===== config.mk =====
export PLATFORM = sky130hd
export DESIGN_NAME = frame_buffer_ctrl
export DESIGN_NICKNAME = d
export VERILOG_FILES = /design/src/rtl/fb_pkg.sv /design/src/rtl/fb_addr_gen.sv /design/src/rtl/frame_buffer_ctrl.sv
export SDC_FILE = /design/constraint.sdc
export NUM_CORES = 1
export LEC_CHECK = 0
export CAP_MARGIN = 10
export CORE_MARGIN = 3
export CORE_UTILIZATION = 49
export DETAILED_ROUTE_END_ITERATION = 7
export PLACE_DENSITY = 0.75
export SETUP_SLACK_MARGIN = 0.3
export SLEW_MARGIN = 20
export SYNTH_ARGS = -nofsm -noshare
export SYNTH_HDL_FRONTEND = slang
export SYNTH_HIERARCHICAL = 1
export SYNTH_SLANG_ARGS = --single-unit

===== constraint.sdc =====
create_clock -name clk -period 7.3 [get_ports clk]
set_clock_uncertainty 0.2 [all_clocks]
set_input_delay 1.095 -clock clk [delete_from_list [all_inputs] [get_ports clk]]
set_output_delay 1.095 -clock clk [all_outputs]
set_load 0.01 [all_outputs]

===== src/rtl/fb_pkg.sv =====
`default_nettype none
// ============================================================================
// Module   : fb_pkg
// Purpose  : Shared definitions for the camera frame-buffer write controller.
//            Holds default frame geometry, derived buffer depth / address
//            width, the controller state encoding and a small state helper.
// Revision : 1.0  initial release
// ============================================================================
package fb_pkg;

    // Default frame geometry (QQVGA)
    localparam int H_PIX_DEFAULT = 160;
    localparam int V_PIX_DEFAULT = 120;

    // One buffer holds one full frame of RGB565 pixels
    localparam int FB_DEPTH = H_PIX_DEFAULT * V_PIX_DEFAULT;
    localparam int FB_AW    = $clog2(FB_DEPTH);

    typedef enum logic [1:0] {
        IDLE       = 2'd0,
        WAIT_VSYNC = 2'd1,
        CAPTURE    = 2'd2,
        WAIT_SWAP  = 2'd3
    } fb_ctrl_state_t;

    // A frame is "in flight" from the first accepted vsync edge until the
    // display side hands the buffer over.
    function automatic logic fb_state_busy(input fb_ctrl_state_t s);
        return (s == CAPTURE) || (s == WAIT_SWAP);
    endfunction

endpackage
`default_nettype wire


===== src/rtl/fb_addr_gen.sv =====
`default_nettype none
// ============================================================================
// Module   : fb_addr_gen
// Purpose  : Raster x/y position and linear write address for one frame.
//            The linear address is carried alongside x/y and incremented,
//            so no y*H_PIX multiply is ever needed.
// Ports    : clk, reset      - clock, async active-high reset
//            clear           - restart the frame at (0,0)
//            step            - consume one pixel at the current position
//            addr  [AW-1:0]  - address of the pixel consumed by step now
//            last            - current position is the final pixel of frame
// Notes    : clear and step may be asserted together; the pixel is then
//            taken at address 0 and the counters land on position 1.
// Revision : 1.0  initial release
// ============================================================================
module fb_addr_gen
    import fb_pkg::*;
#(
    parameter  int H_PIX = H_PIX_DEFAULT,
    parameter  int V_PIX = V_PIX_DEFAULT,
    localparam int AW    = $clog2(H_PIX * V_PIX)
) (
    input  logic          clk,
    input  logic          reset,
    input  logic          clear,
    input  logic          step,
    output logic [AW-1:0] addr,
    output logic          last
);

    localparam int XW = (H_PIX > 1) ? $clog2(H_PIX) : 1;
    localparam int YW = (V_PIX > 1) ? $clog2(V_PIX) : 1;

    logic [XW-1:0] r_x;
    logic [YW-1:0] r_y;
    logic [AW-1:0] r_addr;

    // Position as seen this cycle: a clear restarts the frame immediately so
    // a pixel arriving in the same cycle is placed at the origin.
    logic [XW-1:0] w_x_cur;
    logic [YW-1:0] w_y_cur;
    logic [AW-1:0] w_addr_cur;
    logic          w_x_end;
    logic          w_y_end;

    assign w_x_cur    = clear ? '0 : r_x;
    assign w_y_cur    = clear ? '0 : r_y;
    assign w_addr_cur = clear ? '0 : r_addr;

    assign w_x_end = (w_x_cur == XW'(H_PIX - 1));
    assign w_y_end = (w_y_cur == YW'(V_PIX - 1));

    assign addr = w_addr_cur;
    assign last = w_x_end && w_y_end;

    always_ff @(posedge clk or posedge reset) begin
        if (reset) begin
            r_x    <= '0;
            r_y    <= '0;
            r_addr <= '0;
        end else if (step) begin
            if (w_x_end) begin
                r_x <= '0;
                r_y <= w_y_end ? '0 : (w_y_cur + YW'(1));
            end else begin
                r_x <= w_x_cur + XW'(1);
            end
            r_addr <= last ? '0 : (w_addr_cur + AW'(1));
        end else if (clear) begin
            r_x    <= '0;
            r_y    <= '0;
            r_addr <= '0;
        end
    end

endmodule
`default_nettype wire


===== src/rtl/frame_buffer_ctrl.sv =====
`default_nettype none
// ============================================================================
// Module   : frame_buffer_ctrl
// Purpose  : Double-buffered camera frame capture controller. Writes one
//            camera frame into the buffer selected by buffer_sel, then waits
//            for the display to finish its read frame before swapping.
// Ports    : clk, reset          - clock, async active-high reset
//            en                  - capture enable (sampled outside a frame)
//            cam_vsync           - camera frame start (rising edge)
//            pix_valid, pix_data - incoming RGB565 pixel stream
//            rd_frame_end        - display finished reading its buffer
//            err_clr             - clear sticky error flags
//            we, wAddr, wData    - frame buffer write port (registered)
//            buffer_sel          - buffer being written
//            frame_cnt           - completed-and-swapped frames (wraps)
//            ovf_err, short_err  - sticky overflow / short-frame flags
//            busy                - frame in flight (CAPTURE or WAIT_SWAP)
// Revision : 1.0  initial release
// ============================================================================
module frame_buffer_ctrl
    import fb_pkg::*;
#(
    parameter  int H_PIX = H_PIX_DEFAULT,
    parameter  int V_PIX = V_PIX_DEFAULT,
    localparam int AW    = $clog2(H_PIX * V_PIX)
) (
    input  logic          clk,
    input  logic          reset,
    input  logic          en,
    input  logic          cam_vsync,
    input  logic          pix_valid,
    input  logic [15:0]   pix_data,
    input  logic          rd_frame_end,
    input  logic          err_clr,
    output logic          we,
    output logic [AW-1:0] wAddr,
    output logic [15:0]   wData,
    output logic          buffer_sel,
    output logic [7:0]    frame_cnt,
    output logic          ovf_err,
    output logic          short_err,
    output logic          busy
);

    fb_ctrl_state_t r_state;
    fb_ctrl_state_t w_state_nxt;

    logic          r_vsync_d;
    logic          w_vsync_rise;

    logic          w_gen_clear;
    logic          w_gen_step;
    logic [AW-1:0] w_gen_addr;
    logic          w_gen_last;

    logic          w_we_nxt;
    logic          w_swap;
    logic          w_ovf_set;
    logic          w_short_set;

    // Rising edge of the camera frame strobe against its registered copy
    assign w_vsync_rise = cam_vsync && !r_vsync_d;

    fb_addr_gen #(
        .H_PIX (H_PIX),
        .V_PIX (V_PIX)
    ) u_addr_gen (
        .clk   (clk),
        .reset (reset),
        .clear (w_gen_clear),
        .step  (w_gen_step),
        .addr  (w_gen_addr),
        .last  (w_gen_last)
    );

    // ------------------------------------------------------------------
    // State register
    // ------------------------------------------------------------------
    always_ff @(posedge clk or posedge reset) begin
        if (reset) begin
            r_state <= IDLE;
        end else begin
            r_state <= w_state_nxt;
        end
    end

    // ------------------------------------------------------------------
    // Next-state logic
    // ------------------------------------------------------------------
    always_comb begin
        w_state_nxt = r_state;
        case (r_state)
            IDLE: begin
                if (en) begin
                    w_state_nxt = WAIT_VSYNC;
                end
            end
            WAIT_VSYNC: begin
                // Dropping en wins over a simultaneous frame start
                if (!en) begin
                    w_state_nxt = IDLE;
                end else if (w_vsync_rise) begin
                    w_state_nxt = CAPTURE;
                end
            end
            CAPTURE: begin
                // A restart via vsync stays here; only the final write leaves
                if (w_gen_step && w_gen_last) begin
                    w_state_nxt = WAIT_SWAP;
                end
            end
            WAIT_SWAP: begin
                if (rd_frame_end) begin
                    w_state_nxt = WAIT_VSYNC;
                end
            end
            default: begin
                w_state_nxt = IDLE;
            end
        endcase
    end

    // ------------------------------------------------------------------
    // Output / datapath control decode
    // ------------------------------------------------------------------
    always_comb begin
        w_gen_clear = 1'b0;
        w_gen_step  = 1'b0;
        w_we_nxt    = 1'b0;
        w_swap      = 1'b0;
        w_ovf_set   = 1'b0;
        w_short_set = 1'b0;
        case (r_state)
            WAIT_VSYNC: begin
                w_gen_clear = w_vsync_rise;
            end
            CAPTURE: begin
                // Every frame restart inside CAPTURE is premature: a full
                // frame has already moved us to WAIT_SWAP.
                w_gen_clear = w_vsync_rise;
                w_short_set = w_vsync_rise;
                w_gen_step  = pix_valid;
                w_we_nxt    = pix_valid;
            end
            WAIT_SWAP: begin
                w_ovf_set = pix_valid;
                w_swap    = rd_frame_end;
            end
            default: begin
            end
        endcase
    end

    // ------------------------------------------------------------------
    // Output registers
    // ------------------------------------------------------------------
    always_ff @(posedge clk or posedge reset) begin
        if (reset) begin
            r_vsync_d  <= 1'b0;
            we         <= 1'b0;
            wAddr      <= '0;
            wData      <= '0;
            buffer_sel <= 1'b0;
            frame_cnt  <= 8'd0;
            ovf_err    <= 1'b0;
            short_err  <= 1'b0;
        end else begin
            r_vsync_d <= cam_vsync;
            we        <= w_we_nxt;
            // Address/data hold their last value between writes
            if (w_we_nxt) begin
                wAddr <= w_gen_addr;
                wData <= pix_data;
            end
            if (w_swap) begin
                buffer_sel <= !buffer_sel;
                frame_cnt  <= frame_cnt + 8'd1;
            end
            // Sticky flags: a new error event outranks a clear request
            ovf_err   <= w_ovf_set   || (ovf_err   && !err_clr);
            short_err <= w_short_set || (short_err && !err_clr);
        end
    end

    assign busy = fb_state_busy(r_state);

endmodule
`default_nettype wire


# == Word-level counts from Yosys, hierarchy flattened ==
# Index checks and enable logic that the tools add are counted.
# totals
ff_bits,76
latch_bits,0
ramBits,0
romBits,0
elab_cells,61
n_memories,0
# op_classes
add_sub_neg,4
n_mul,0
div,0
order_cmp,0
n_eq_ne,10
shift,0
n_mux,21
bitwise_logic,0
n_reduce_logical,14
# ops
operator,count
15-bit 2-to-1 mux,3
7-bit 2-to-1 mux,4
8-bit 2-to-1 mux,3
8-bit by 1-bit adder with 8-bit output (second input constant),2
15-bit by 1-bit adder with 15-bit output (second input constant),1
2-bit 2-to-1 mux,5
8-bit == test (second input constant),1
2-bit case mux with 4 select lines,1
7-bit by 1-bit adder with 7-bit output (second input constant),1
7-bit == test (second input constant),1
2-bit inequality test (second input constant),3
1-bit logical AND,5
1-bit 2-to-1 mux,5
2-bit == test (second input constant),2
4-bit AND reduction,1
1-bit zero test,3
1-bit logical OR,3
3-bit inequality test (second input constant),1
2-bit by 1-bit == test with 1-bit output (second input constant),1
2-bit zero test,1
2-bit by 1-bit inequality test with 1-bit output (second input constant),1
2-bit OR reduction,1

# == Longest topological paths before layout ==
# logic_depth
word_depth,9
mapped_depth,15
mapped_depth_nobuf,14

# == Cells and area by module ==
# Netlist, hierarchy kept.
# by_module_without_submodules
mod,n_inst,cells_each,area_each_um2
frame_buffer_ctrl,1,130,1906.8
fb_addr_gen,1,198,1761.7

# == Least setup slack after synthesis ==
# No wires, ideal clock.
# synth_timing
path_kind,input to register
start,input cam_vsync
end,register u_addr_gen.r_y[5]
t_arrival_ns,3.166
required_ns,6.980
path_slack_ns,3.814
stages,12
path_cell_list,nand2b_4 > nor2_1 > clkbuf_1 > clkinv_1 > nand2_1 > inv_1 > ha_1 > nor3b_1 > and3_1 > clkbuf_1 > a32o_1 > a31o_2
# synth_between
elab_chain_cells,7
elab_cells_between_ends,11
# synth_lines
item,line_no,text
from (decl),frame_buffer_ctrl.sv:30,"input logic cam_vsync,"
1-bit logical AND (*),frame_buffer_ctrl.sv:62,assign w_vsync_rise = cam_vsync && !r_vsync_d;
1-bit 2-to-1 mux (*),frame_buffer_ctrl.sv:133,case (r_state)
net w_gen_clear,frame_buffer_ctrl.sv:51,logic w_gen_clear;
7-bit 2-to-1 mux,fb_addr_gen.sv:47,assign w_y_cur = clear ? '0 : r_y;
7-bit by 1-bit adder with 7-bit output or 7-bit == test (tied branches),"fb_addr_gen.sv:64, fb_addr_gen.sv:51",
7-bit 2-to-1 mux,fb_addr_gen.sv:64,r_y <= w_y_end ? '0 : (w_y_cur + YW'(1));
7-bit 2-to-1 mux,fb_addr_gen.sv:62,if (w_x_end) begin
7-bit 2-to-1 mux,fb_addr_gen.sv:61,end else if (step) begin
to (signal assigned),fb_addr_gen.sv:64,
to (decl),fb_addr_gen.sv:35,logic [YW-1:0] r_y;
# Mark *: on every way through the listed nets, which the timed path passes. The rest lies on a longest branch. The select of a mux whose other input is x is not followed.
# A chain may end at the register's enable or synchronous reset.

# == Worst setup path in the final report ==
# layout_timing
start,input cam_vsync
end,register r_state[0]
# layout_between
elab_chain_cells,8
elab_cells_between_ends,11
# layout_lines
item,line_no,text
1-bit logical AND (*),frame_buffer_ctrl.sv:62,
1-bit 2-to-1 mux (*),frame_buffer_ctrl.sv:133,
net w_gen_clear,frame_buffer_ctrl.sv:51,
8-bit 2-to-1 mux or 7-bit 2-to-1 mux (tied branches),--,
8-bit == test or 7-bit == test (tied branches),"fb_addr_gen.sv:50, fb_addr_gen.sv:51",
1-bit logical AND (*),fb_addr_gen.sv:54,assign last = w_x_end && w_y_end;
net w_gen_last,frame_buffer_ctrl.sv:54,logic w_gen_last;
1-bit logical AND (*),frame_buffer_ctrl.sv:108,if (w_gen_step && w_gen_last) begin
2-bit inequality test (no line) (*),--,
4-bit AND reduction (no line) (*),--,
to (signal assigned),frame_buffer_ctrl.sv:83,r_state <= w_state_nxt;
to (decl),frame_buffer_ctrl.sv:45,fb_ctrl_state_t r_state;
# Mark *: on every way through the listed nets, which the timed path passes. The rest lies on a longest branch.

==> qor.txt <==
Post-DP HPWL -> 5380 µm
Worst Setup Start Kind -> input pin
Peak VDD IR -> 0.161 mV
Initial core utilization -> 52.3%
DP Worst Slack -> 2.74 ns
Layout area overhead -> 26.3%
Worst hold path depth -> 1
CTS clk-pin slew, worst paths -> 0.08 ns
Sink Count -> 76
Max Cap Viol -> 0
Crit-path max FO -> 32
Mapped Cells -> 328
Setup_tns -> 0 ns
Final Hold Vio Count -> 0
Worst-Margin Slew -> 0.937 ns
Power per cell area -> 279 nW/µm²
Gr usage total -> 18.8%
RSZ-0062 raised after global routing -> no
Cell taking the most area after synthesis -> dfrtp_1
Overflow after GRT -> 0
Switching pwr -> 0.000369 W
Die span in x -> 92.5 µm
Initial antenna violation count -> 0
CTS tree -> built
Top layer in use -> met4
Fin nets -> 428
Via/cell ratio -> 5.40
Post-route worst setup slack -> 3.07 ns
DR iter-0 viols -> 153
Post-cts resize count -> 0
Commonest non-fill, non-tap cell in the layout -> dfrtp_1
Die Height -> 92.5 µm
Seq pwr share -> 42.5%
Ports -> 67
Total power -> 0.00129 W
Largest cells by area after synthesis -> dfrtp_1, mux2_1, nor2b_1, ha_1, xnor2_1
Period minus WS final -> 4.23 ns
Routed Antenna Nets -> 0
Router iterations before antenna repair -> 4
PortBufs -> 66
Worst EP arrival -> 4.28 ns
First-pass GRT wire length -> 12800 µm
Syn Std Cell Area -> 3670 µm²
Ratio of cells with drive above 1 in the final layout -> 7.98%
Clock root buffer -> clkbuf_8
CTS H-Tree Depth -> 3
R2r setup slk -> 3.53 ns
TritonCTS Buffers -> 9
GPL Wtd Cong -> 0.866
Worst EP required -> 7.36 ns
Max-slew violations -> 0
Top FF cell, synth -> dfrtp_1
Hold Buf Count CTS -> 0
R2r worst-path depth -> 15
Highest clock rate -> 237 MHz
Worst skew pair latency -> 0.34 ns
WL/cell -> 15.1 µm
Core box area -> 7020 µm²
Post-synthesis sequential area ratio -> 51.8%
# diodes -> 0
WL met1 -> 3290 µm
Synth Area per Inst -> 11.2 µm²
Fin util -> 66.0%
HP Class -> flop to flop
Post-Syn Nets -> 360
Critical Path End Type -> flop
Synth async-reset ratio -> 100%
Crit Path Category -> input pin to flop
Die area -> 8560 µm²
Post-synthesis cell type count -> 49
WL met3 -> 323 µm
Int Power -> 0.000925 W
Rows -> 30
Number of global-route vias before repair -> 2654
Hold Path Sink -> frame_cnt[7]
Vias -> 2683
Final setup fails -> 0
Residual DRC -> 0
Largest net degree at the start of global routing -> 47
Gate power share -> 28.0%
Synth warn -> 6
Most frequent cells in the layout -> dfrtp_1, clkdlybuf4s50_1, mux2_1
LEAKAGE -> 2.09 nW
Yosys reg bits -> 76
R2r startpoint -> r_state[0]
Min-delay src -> frame_cnt[7]
Postcts setup bufs -> 0
Yosys top cell area share -> 51.8%
Clk buf depth -> 2
Outcome -> finished, final reports clean
Switching share of power -> 28.5%
Clock power share -> 29.5%
FF-to-FF End -> r_state[0]
Post-synth EDFFs -> 0
Routed wl met2 -> 3760 µm
Part of the cycle the worst path needs -> 57.9%
Rel. slew slack -> 37.4%
Routed Wire Length -> 7530 µm
[synthesized netlist by cell type (4+ instances only)]
library cell / n
inv_1: 16
nand3_1: 11
ha_1: 9
nand2_1: 22
nand4_1: 12
o21ai_0: 13
buf_6: 4
nor3_1: 6
or3_1: 6
mux2_1: 29
o31ai_1: 4
dfrtp_1: 76
xnor2_1: 10
nor2b_1: 19
xor2_1: 9
and2_1: 4
a21oi_1: 8
mux2i_1: 4
clkbuf_1: 6
nor2_1: 19
[state kept, by name (all words and copies together), names as in the netlist]
| name | cells |
|---|---|
| wData | 16 |
| u_addr_gen/r_addr | 15 |
| wAddr | 15 |
| frame_cnt | 8 |
| u_addr_gen/r_x | 8 |
| u_addr_gen/r_y | 7 |
| r_state | 2 |
| buffer_sel | 1 |
| ovf_err | 1 |
| r_vsync_d | 1 |
| short_err | 1 |
| we | 1 |
[metal layers]
| metal | vias to the layer above | GRT usage (%) |
|---|---|---|
| met2 | 73 | 30.6 |
| met4 | 0 | 8.54 |
| met3 | 11 | 3.01 |
| met5 | - | 0 |
| li1 | 1286 | - |
| met1 | 1313 | 24.6 |
[critical path: stages]
cell and delay (ns):
clkdlybuf4s50_1 0.46, nand2b_4 0.12, nor2_2 0.03, buf_4 0.23, clkinv_1 0.24, nand2_1 0.13
inv_1 0.10, ha_1 0.21, nor3b_1 0.32, nand3_1 0.33, nor3_1 0.34, a21boi_1 0.15
a2111oi_4 0.28, mux2i_1 0.24
[worst max-delay path by stage]
stage	from	end	depth (start not counted)
floorplan	cam_vsync	u_addr_gen/r_y[5]	12
global placement	cam_vsync	r_state[1]	14
detailed placement	cam_vsync	r_state[0]	14
CTS	cam_vsync	r_state[0]	14
global route	cam_vsync	r_state[0]	14
finish	cam_vsync	r_state[0]	14
[stage by stage]
stage | area [µm²] | hold WS [ns] | instances
after floorplan | 3670 | 0.245 | 328
after global placement | 4400 | 0.256 | 481
after detailed placement | 4400 | 0.262 | 481
after CTS | 4630 | 0.273 | 497
after global routing | 4630 | 0.291 | 497
final | 4630 | 0.264 | 497
[power by group through the flow]
| stage | clock [W] | sequential [W] | combinational (W) |
|---|---|---|---|
| 4_1_cts | 0.000391 | 0.000550 | 0.000369 |
| 3_5_place_dp | 0 | 0.000559 | 0.000368 |
| 6_report | 0.000382 | 0.000550 | 0.000362 |
| 3_3_place_gp | 0 | 0.000554 | 0.000360 |
| 2_1_floorplan | 0 | 0.000580 | 0.000159 |
| 5_1_grt | 0.000410 | 0.000561 | 0.000400 |
[logic make-up after synthesis]
kind of cell    after synthesis  synth area share [%]
flops                        76                  51.8
simple gates                116                  17.5
compound gates               44                  8.42
fa+ha+maj                     9                  3.07
xor+xnor                     19                  4.54
buf+inv                      28                  3.68
mux                          36                  10.9
[layout make-up]
class                           count  area (µm²)
Clock buffer                       10         128
Inverter                           17        63.8
Multi-Input combinational cell    224        1630
Tap cell                           96         120
Clock inverter                      6         111
Fill cell                         579        2380
Sequential cell                    76        1900
Timing Repair Buffer               68         676
Note: power is estimated with default switching activity, not from simulation.
